`src/rtl/instr_encoder.sv`:
```
// RV32I field-to-word encoder feeding a 2-entry output FIFO with a byte-address counter.
// Define ENC_RANGE_CHECK_EN to reject immediates that do not fit their format.
module instr_encoder (
   input  logic        clk,
   input  logic        rst_n,
   input  logic        in_valid,
   output logic        in_ready,
   input  logic [2:0]  fmt,
   input  logic [6:0]  opcode,
   input  logic [2:0]  funct3,
   input  logic [6:0]  funct7,
   input  logic [4:0]  rd,
   input  logic [4:0]  rs1,
   input  logic [4:0]  rs2,
   input  logic [31:0] imm,
   output logic        out_valid,
   input  logic        out_ready,
   output logic [31:0] out_instr,
   output logic [31:0] out_addr,
   input  logic        addr_load,
   input  logic [31:0] addr_val,
   output logic        err,
   output logic [1:0]  level
);

   localparam logic [2:0] FMT_R = 3'd0, FMT_I = 3'd1, FMT_S = 3'd2,
                          FMT_B = 3'd3, FMT_U = 3'd4, FMT_J = 3'd5;

   logic [31:0]      enc;
   logic             legal;
   logic             range_ok;
   logic [1:0][31:0] mem;
   logic             wr_ptr, rd_ptr;
   logic [1:0]       cnt;
   logic [31:0]      addr;
   logic             accept, push, pop, ok;

   always_comb begin
      enc   = '0;
      legal = 1'b1;
      case (fmt)
         FMT_R: enc = {funct7, rs2, rs1, funct3, rd, opcode};
         FMT_I: begin
            // SLLI/SRLI/SRAI carry funct7 in the upper bits and a 5-bit shamt
            if (opcode == 7'b0010011 && (funct3 == 3'b001 || funct3 == 3'b101))
               enc = {funct7, imm[4:0], rs1, funct3, rd, opcode};
            else
               enc = {imm[11:0], rs1, funct3, rd, opcode};
         end
         FMT_S: enc = {imm[11:5], rs2, rs1, funct3, imm[4:0], opcode};
         FMT_B: enc = {imm[12], imm[10:5], rs2, rs1, funct3, imm[4:1], imm[11], opcode};
         FMT_U: enc = {imm[31:12], rd, opcode};
         FMT_J: enc = {imm[20], imm[10:1], imm[11], imm[19:12], rd, opcode};
         default: legal = 1'b0;
      endcase
   end

`ifdef ENC_RANGE_CHECK_EN
   always_comb begin
      range_ok = 1'b1;
      case (fmt)
         FMT_I, FMT_S: range_ok = (imm[31:11] == {21{imm[11]}});
         FMT_B:        range_ok = (imm[31:12] == {20{imm[12]}}) && !imm[0];
         FMT_U:        range_ok = (imm[11:0] == 12'h000);
         FMT_J:        range_ok = (imm[31:20] == {12{imm[20]}}) && !imm[0];
         default:      range_ok = 1'b1;
      endcase
   end
`else
   assign range_ok = 1'b1;
`endif

   assign ok        = legal && range_ok;
   assign out_valid = (cnt != 2'd0);
   assign level     = cnt;
   // Full FIFO can still accept when the head leaves in the same cycle
   assign in_ready  = (cnt != 2'd2) || out_ready;
   assign accept    = in_valid && in_ready;
   assign push      = accept && ok;
   assign pop       = out_valid && out_ready;
   assign out_instr = out_valid ? mem[rd_ptr] : '0;
   assign out_addr  = addr;

   always_ff @(posedge clk or negedge rst_n) begin
      if (!rst_n) begin
         mem    <= '0;
         wr_ptr <= 1'b0;
         rd_ptr <= 1'b0;
         cnt    <= 2'd0;
         err    <= 1'b0;
         addr   <= '0;
      end else begin
         if (push) begin
            mem[wr_ptr] <= enc;
            wr_ptr      <= ~wr_ptr;
         end
         if (pop)
            rd_ptr <= ~rd_ptr;
         cnt <= cnt + 2'(push) - 2'(pop);
         err <= accept && !ok;
         if (addr_load)
            addr <= {addr_val[31:2], 2'b00};
         else if (pop)
            addr <= addr + 32'd4;
      end
   end

endmodule

```
`config.mk`:
```
export PLATFORM = sky130hd
export DESIGN_NAME = instr_encoder
export DESIGN_NICKNAME = d
export VERILOG_FILES = /design/src/rtl/instr_encoder.sv
export SDC_FILE = /design/constraint.sdc
export NUM_CORES = 1
export LEC_CHECK = 0
export CAP_MARGIN = 10
export CORE_ASPECT_RATIO = 1.75
export CORE_UTILIZATION = 43
export DETAILED_ROUTE_END_ITERATION = 12
export GPL_ROUTABILITY_DRIVEN = 0
export GPL_TIMING_DRIVEN = 0
export PLACE_DENSITY = 0.88
export SYNTH_ARGS = -nofsm -noshare
export SYNTH_HDL_FRONTEND = slang
export SYNTH_SLANG_ARGS = --single-unit
```
`constraint.sdc`:
```
create_clock -name clk -period 2.1 [get_ports clk]
set_clock_uncertainty 0.05 [all_clocks]
set_input_delay 0.21 -clock clk [delete_from_list [all_inputs] [get_ports clk]]
set_output_delay 0.21 -clock clk [all_outputs]
set_load 0.02 [all_outputs]
```
# Word-level counts from Yosys, hierarchy flattened
# Index checks and enable logic that the tools add are counted.
# W data, S select, Z words.
[word_totals]
reg_bits = 101
input_bits = 104
[classes]
add_sub_neg = 3
n_lt_le_gt_ge = 3
eq_ne = 9
n_mux = 11
bitwise_logic = 2
n_reduce_logical = 13
[op_table]
columns = ["op", "n"]
rows = [
  ["$mux W32", 7],
  ["$pmux W32 S6", 1],
  ["$bwmux W64", 1],
  ["$add A32 B3 Y32 const B", 1],
  ["$demux W32 S1", 1],
  ["$eq A3 B3 Y1 const B", 3],
  ["$eq A7 B5 Y1 const B", 1],
  ["$eq A3 B1 Y1 const B", 2],
  ["$eq A3 B2 Y1 const B", 2],
  ["$logic_and A1 B1 Y1", 6],
  ["$reduce_or A6 Y1", 1],
  ["$lt A1 B2 Y1 const B", 2],
  ["$reduce_bool A2 Y1", 2],
  ["$logic_not A3 Y1", 1],
  ["$add A2 B1 Y2", 1],
  ["$logic_or A1 B1 Y1", 2],
  ["$ne A2 B2 Y1 const B", 1],
  ["$not A1 Y1", 2],
  ["$sub A2 B1 Y2", 1],
  ["$ge A1 B1 Y1 const B", 1],
  ["$logic_not A1 Y1", 1],
  ["$mux W1", 1],
]

# Longest topological paths before layout
# Gate-level depths: netlist (run 1).
[logic_depth]
word_depth = 6
depth_mapped = 8
mapped_depth_nobuf = 8

# Worst setup path after synthesis (run 1)
# Ideal clock, no wire load.
[synth_timing]
kind = "reg-to-reg"
startpoint = "register addr[14], in the netlist out_addr[14]"
endpoint = "register addr[30], in the netlist out_addr[30]"
setup_time_ns = 0.082
arrival_ns = 2.089
required_time_ns = 1.968
setup_slack_ns = -0.121
stages_incl_launch_ff = 7
path_cell_list = "dfrtp_1 -> nand4_2 -> or4_4 -> buf_6 -> buf_6 -> or4_1 -> a31oi_1"
[synth_via]
elab_chain_cells = 3
[synth_rtl]
columns = ["element", "line_no", "rtl"]
rows = [
  ["start, declared", "35", "logic [31:0] addr;"],
  ["start signal, assigned", "102", "addr <= {addr_val[31:2], 2'b00};"],
  ["start signal, assigned", "104", "addr <= addr + 32'd4;"],
  ["$add A32 B3 Y32", "104", ""],
  ["$mux W32", "103", "else if (pop)"],
  ["$mux W32", "101", "if (addr_load)"],
]
# No other way between the ends. The select of a mux whose other input is x is not followed.
# A chain may end at the register's enable or synchronous reset.

# Final worst setup path (run 1)
[layout_timing]
startpoint = "register addr[23], in the netlist out_addr[23]"
endpoint = "register addr[27], in the netlist out_addr[27]"
# Same word-level chain as after synthesis.

==> impl_results.md, run 1 <==
- Outcome: complete, but fails checks
- Failing checks: negative setup slack
- Wire per inst: 17.5 µm
- Setup_tns: -67.4 ps
- Post-DP Area: 7400 µm²
- LEAKAGE: 3.57 nW
- Vias in the first global route: 5586
- Share of synthesized registers carrying an async set or reset: 100%
- Via count: 5631
- Layout cells sized above 1: 13.2%
- Critical path launch point: out_addr[23]
- Reg2Reg Depth: 4
- Hold Path Class: input pin to asynchronous set/reset pin
- IO Pins: 173
- Final Max Slew Viols: 0
- Tot GR Track Use: 26.1%
- Drt via density: 5.61
- Starting DRT DRC Count: 241
- Dpl cells: 955
- Slew margin rel.: 58.0%
- Height of the die: 151 µm
- Grt met1 use: 25.5%
- Post-synthesis cell type count: 48
- Num CTS Buffers: 9
- Yosys top cell by area: dfrtp_1
- Pre-CTS setup slack: -596 ps
- Main synth FF type: dfrtp_1
- Cells after Synth: 618
- Power per standard cell area: 1150 nW/µm²
- Initial antenna violation count: 0
- Die Area: 13200 µm²
- Setup WS post-layout: -29.7 ps
- Critical path arrival: 2340 ps
- Htree depth: 3
- Core box area: 12400 µm²
- CP endpoint: out_addr[27]
- GR peak layer: met2
- Post-Syn Area: 5450 µm²
- Drt pass-1 iters: 5
- Power Total: 9.36 mW
- Max frequency: 470 MHz
- FP Rows: 54
- GR Layer Usage met3: 3.27%
- Synthesis-stage register bit count: 99
- Synth top area share: 45.4%
- Largest net degree at the start of global routing: 62
- Peak per-stage delay on the critical path: 660 ps
- Worst path slowest cell: or4_1
- Crit path depth: 4
- Ranking of synthesized cells by area: dfrtp_1, mux2i_1, nand2_1
- Final WL: 17500 µm
- DRT antenna net count: 0
- Worst Path Required: 2310 ps
- Most used cell, CP: or4_1
- WP buf/inv: 0
- Ys Warns: 0
- RSZ-0062 raised after global routing: yes
- Fin nets: 937
- PortBufs: 167
- CTS sink cnt: 99
- Root buffer selected by CTS: clkbuf_16
- Detailed placer's ending HPWL: 12700 µm
- Met2 usage in global routing: 50.7%
- Crit Path Category: flip-flop to flip-flop
- Global-route wire length before repair: 26300 µm
- N_diodes: 0
- R2R Path End: out_addr[27]
- CTS tree: yes
- Critical path's top delay family: simple AND/OR/NAND/NOR gates
- Clock transition at the registers of the reported paths: 70 ps
- Post-synth EDFFs: 0
- VDD IR max: 0.577 mV
- Register area share after synthesis: 45.4%
- Hold WS: 353 ps
- # setup viols final: 3
- Synth-to-layout area growth: 49.7%
- Cell Count, Final, Fillers Out: 1003
- Worst skew pair latency: 340 ps
- Max cap viols: 0
- Overflow after GRT: 0
- Worst-path maximum fanout: 5
- Setup crit start kind: flip-flop
- Initial Util: 43.9%
- Reg2reg start: out_addr[23]
- CP cell instances: nand4_1 -> or4_1 -> or4_1 -> a31oi_1
- Finished Cell Area: 8160 µm²
- Reg2reg setup slack: -30 ps
- Worst slew pin tran: 630 ps
- Chip width: 87.1 µm
- Clock buffer depth: 2
- Layout Utilization: 65.7%
- Syn Area/Cell: 8.82 µm²
- Final Critical Period: 2130 ps
- Residual DRC: 0
- Setup crit end kind: flip-flop
- Final Hold Fails: 0
- Tcrit/Tclk final: 101%
## sequential cells by signal, indices dropped and copies added, names as in the netlist
name	cells
rd_ptr	1
wr_ptr	1
err	1
out_addr	30
level	2
mem	64
## final cells by class
class	count	area, µm²
Inverter	12	45.0
Timing Repair Buffer	203	1940
Clock inverter	5	108
Clock buffer	11	243
Fill cell	1038	4270
Buffer	38	220
Tap cell	168	210
Multi-Input combinational cell	467	2900
Sequential cell	99	2500
## per-layer routing
metal  vias up  wire (µm)
met2       222       9860
met5         -          0
li1       2626          -
met4         0        755
met1      2729       6120
met3        54        799
## how the worst min path moves through the flow
| stage | startpoint | endpoint | slack, ps | cells after the start |
|---|---|---|---|---|
| finish | rst_n | out_addr[26] | 350 | 2 |
| global route | addr_val[8] | out_addr[8] | 380 | 3 |
| CTS | rst_n | out_addr[26] | 370 | 2 |
| detailed placement | rst_n | out_addr[26] | 180 | 1 |
| global placement | mem[4] | mem[4] | 410 | 2 |
| floorplan | rst_n | err | -140 | 0 |
## layout by cell type (no fill, tap or decap), types with 7 or more instances in the layout
cell type        synthesis  final
inv_1                   12     12
dfrtp_2                  0     17
dfrtp_1                 99     82
clkbuf_1                30     18
o21ai_0                 52     52
clkbuf_16                0      9
nor2_1                  66     64
xnor2_1                  7      7
mux2i_1                 45     45
a21oi_1                 11     11
nand4_1                 11     11
or4_1                   19     16
xor2_1                   8      8
nand3_1                 17     17
dlygate4sd2_1            0     32
o31ai_1                 11      8
a31oi_1                 27     27
nor2b_1                 11     11
buf_4                    2     34
o211ai_1                 9      9
nand2_1                112    112
clkdlybuf4s50_1          0    132
## cells by family (layout without fill, tap and decap cells)
logic type,after synthesis,in the layout,share of synthesized area [%]
mux,49,49,9.09
xor+xnor,15,15,2.41
fa+ha+maj,3,3,0.688
simple gates,268,268,23.5
other cells,1,2,0.0688
compound gates,130,130,14.7
flops,99,99,45.4
buf+inv,53,269,4.06
## what timing repair did
action | CTS | global route
setup buffers | 16 | 17
hold buffers | 1 | 0
endpoints found under the hold margin | 38 | 0
gates cloned | 0 | 1
gates resized for setup | 70 | 16
pin swaps | 4 | 18
setup endpoints to repair | 94 | 30
## Yosys cell counts (7+ instances only)
library cell and instances:
a21oi_1 11, a31oi_1 27, buf_1 7, clkbuf_1 30, dfrtp_1 99, inv_1 12, mux2i_1 45, nand2_1 112
nand3_1 17, nand4_1 11, nor2_1 66, nor2b_1 11, o211ai_1 9, o21ai_0 52, o31ai_1 11, or4_1 19
xnor2_1 7, xor2_1 8
## power breakdown
part           switching, mW  internal (mW)  total, mW
Combinational           2.46           1.88       4.34
Clock                  0.738           1.21       1.94
Sequential             0.488           2.59       3.08
Total                   3.69           5.67       9.36
Note: power is estimated with default switching activity, not from simulation.
==> run 2: changes to the inputs <==
--- a/config.mk
+++ b/config.mk
@@ -6,12 +6,14 @@
 export NUM_CORES = 1
 export LEC_CHECK = 0
 export CAP_MARGIN = 10
+export CELL_PAD_IN_SITES_DETAIL_PLACEMENT = 1
+export CELL_PAD_IN_SITES_GLOBAL_PLACEMENT = 1
 export CORE_ASPECT_RATIO = 1.75
-export CORE_UTILIZATION = 43
+export CORE_UTILIZATION = 31
 export DETAILED_ROUTE_END_ITERATION = 12
 export GPL_ROUTABILITY_DRIVEN = 0
 export GPL_TIMING_DRIVEN = 0
-export PLACE_DENSITY = 0.88
+export PLACE_DENSITY = 0.87
 export SYNTH_ARGS = -nofsm -noshare
 export SYNTH_HDL_FRONTEND = slang
 export SYNTH_SLANG_ARGS = --single-unit
==> run 2 against run 1 <==
The flow still finishes with violations (negative setup slack). Worst hold slack better by 17 ps. Clock-buffer cell count down 2. Combinational power about the same. Cell count up 5.7%. Non-clock buffer count down 2. Die area up 38%. First-iteration DRC count down 41%. Sequential share of layout area down 0.10 points. Maximum frequency down 5.9%. Critical path type unchanged. Largest cell class unchanged.
==> impl_results.md, run 2 (same netlist as run 1, synthesis figures left out) <==
- Outcome: complete, but fails checks
- Failing checks: negative setup slack
- Starting DRT DRC Count: 143
- Fin nets: 935
- Clk pwr share: 18.7%
- Via count: 5595
- IO Pins: 173
- Setup crit end kind: flip-flop
- Detailed placer's ending HPWL: 14900 µm
- Worst-path maximum fanout: 9
- VDD IR max: 0.531 mV
- Residual DRC: 0
- Max frequency: 442 MHz
- CP cell instances: o21ai_4 -> buf_6 -> or4_1 -> or4_1 -> a31oi_1
- Drt pass-1 iters: 4
- Hold Path Class: input pin to flip-flop
- Reg2reg start: level[1]
- Peak per-stage delay on the critical path: 580 ps
- Clock transition at the registers of the reported paths: 80 ps
- Share of power burned in registers: 33.8%
- Critical path arrival: 2460 ps
- Layout cells sized above 1: 13.9%
- Most used cell, CP: or4_1
- Tot GR Track Use: 22.2%
- Wire per inst: 18.9 µm
- Core box area: 17100 µm²
- # setup viols final: 3
- RSZ-0062 raised after global routing: yes
- Crit Path Category: flip-flop to flip-flop
- Final Max Slew Viols: 0
- Chip width: 102 µm
- Clock buffer depth: 2
- N_diodes: 0
- Post-DP Area: 7480 µm²
- Final Hold Fails: 0
- Overflow after GRT: 0
- Initial Util: 31.9%
- Htree depth: 3
- CTS tree: yes
- Max FFs per register: 64
- Vias in the first global route: 5958
- Reg2Reg Depth: 5
- Root buffer selected by CTS: clkbuf_16
- Pre-CTS setup slack: -724 ps
- Height of the die: 177 µm
- Slew margin rel.: 48.6%
- Worst slew pin tran: 771 ps
- Global-route wire length before repair: 30700 µm
- Max cap viols: 0
- Largest reg by FF count: mem
- R2R Path End: out_addr[30]
- Dpl cells: 1014
- Worst Hold End: out_addr[14]
- Setup crit start kind: flip-flop
- Num CTS Buffers: 9
- Int Pwr: 5.26 mW
- Worst skew pair latency: 340 ps
- Synth-to-layout area growth: 50.2%
- Critical path's top delay family: simple AND/OR/NAND/NOR gates
- Crit path depth: 5
- FP Rows: 63
- Worst Path Required: 2300 ps
- PortBufs: 167
- Initial antenna violation count: 0
- Tcrit/Tclk final: 108%
- Hold Crit Start: addr_val[14]
- Largest net degree at the start of global routing: 55
- Hold Crit Depth: 3
- Reg2reg setup slack: -160 ps
- Power per standard cell area: 1110 nW/µm²
- Most frequent cells in the layout: clkdlybuf4s50_1, nand2_1, dfrtp_1
- Most common cell after layout, fill and taps aside: clkdlybuf4s50_1
- DRT antenna net count: 0
- Worst path slowest cell: or4_1
- LEAKAGE: 3.54 nW
- Cell Count, Final, Fillers Out: 1060
- Final WL: 20000 µm
- WP buf/inv: 1
- Final Critical Period: 2260 ps
- Drt via density: 5.28
- Comb pwr share: 47.5%
- Sw Ratio: 42.1%
- Finished Cell Area: 8190 µm²
- Switching pwr: 3.82 mW
- Die Area: 18100 µm²
- CTS sink cnt: 99
- Setup WS post-layout: -163 ps
-- run 2: cell count changes in the layout (fill, tap and decap cells not counted), moves of 2 or more --
cell       delta
o31ai_4       -2
clkinv_8      +3
or4_4         +2
a31oi_1       -2
a31oi_2       +2
or4_1         -2
clkbuf_1      -4
bufinv_16     -3
clkbuf_8      -2
-- run 2: power groups by stage --
stage | Sequential [mW] | Combinational (mW) | Clock [mW]
floorplan | 3.05 | 2.31 | 0
global placement | 3.03 | 4.23 | 0
detailed placement | 3.08 | 4.34 | 0
CTS | 3.06 | 4.34 | 1.74
global route | 3.15 | 4.69 | 1.79
finish | 3.06 | 4.32 | 1.70
-- run 2: routing by layer --
metal,global-route usage [%],vias up,wire [µm]
met3,3.23,46,784
met5,0,-,0
met2,43.5,179,11500
met4,9.17,0,642
li1,-,2623,-
met1,22.5,2747,7080
-- run 2: tightest hold or removal path, delay by kind of cell --
kind	cells	cell delay [ps]
compound gates	1	60
buf+inv	1	400
simple gates	1	70
-- run 2: final cells by class --
cell class	instances	area [µm²]
plain buffers	37	214
clock buffers	9	225
clock inverters	7	85.1
fillers	2012	8920
inverters	12	45.0
multi-input cells	467	2900
flip-flops and latches	99	2500
well taps	227	284
repair buffers	202	1930
-- run 2: what timing repair did --
item,in CTS,in global routing
gates resized for setup,81,16
endpoints found under the hold margin,53,0
setup buffers,25,8
endpoints found under the setup margin,98,28
hold buffers,1,0
pin swaps,10,9
-- run 2: worst max path at each step --
stage / startpoint / endpoint
global route: level[0] / out_addr[30]
global placement: rst_n / out_addr[14]
floorplan: out_addr[13] / out_addr[30]
finish: level[1] / out_addr[30]
CTS: out_addr[3] / out_addr[18]
detailed placement: fmt[2] / mem[52]
-- run 2: through the flow --
| stage | hold WS, ps | TNS, ps | util [%] | power [mW] |
|---|---|---|---|---|
| 2_1_floorplan | -136 | 0 | - | 5.36 |
| 3_3_place_gp | 407 | -352460 | 43.6 | 7.26 |
| 3_5_place_dp | 272 | -50800 | 43.7 | 7.42 |
| 4_1_cts | 372 | 0 | 47.3 | 9.14 |
| 5_1_grt | 392 | -666 | 47.9 | 9.63 |
| 6_report | 370 | -217 | 47.9 | 9.08 |
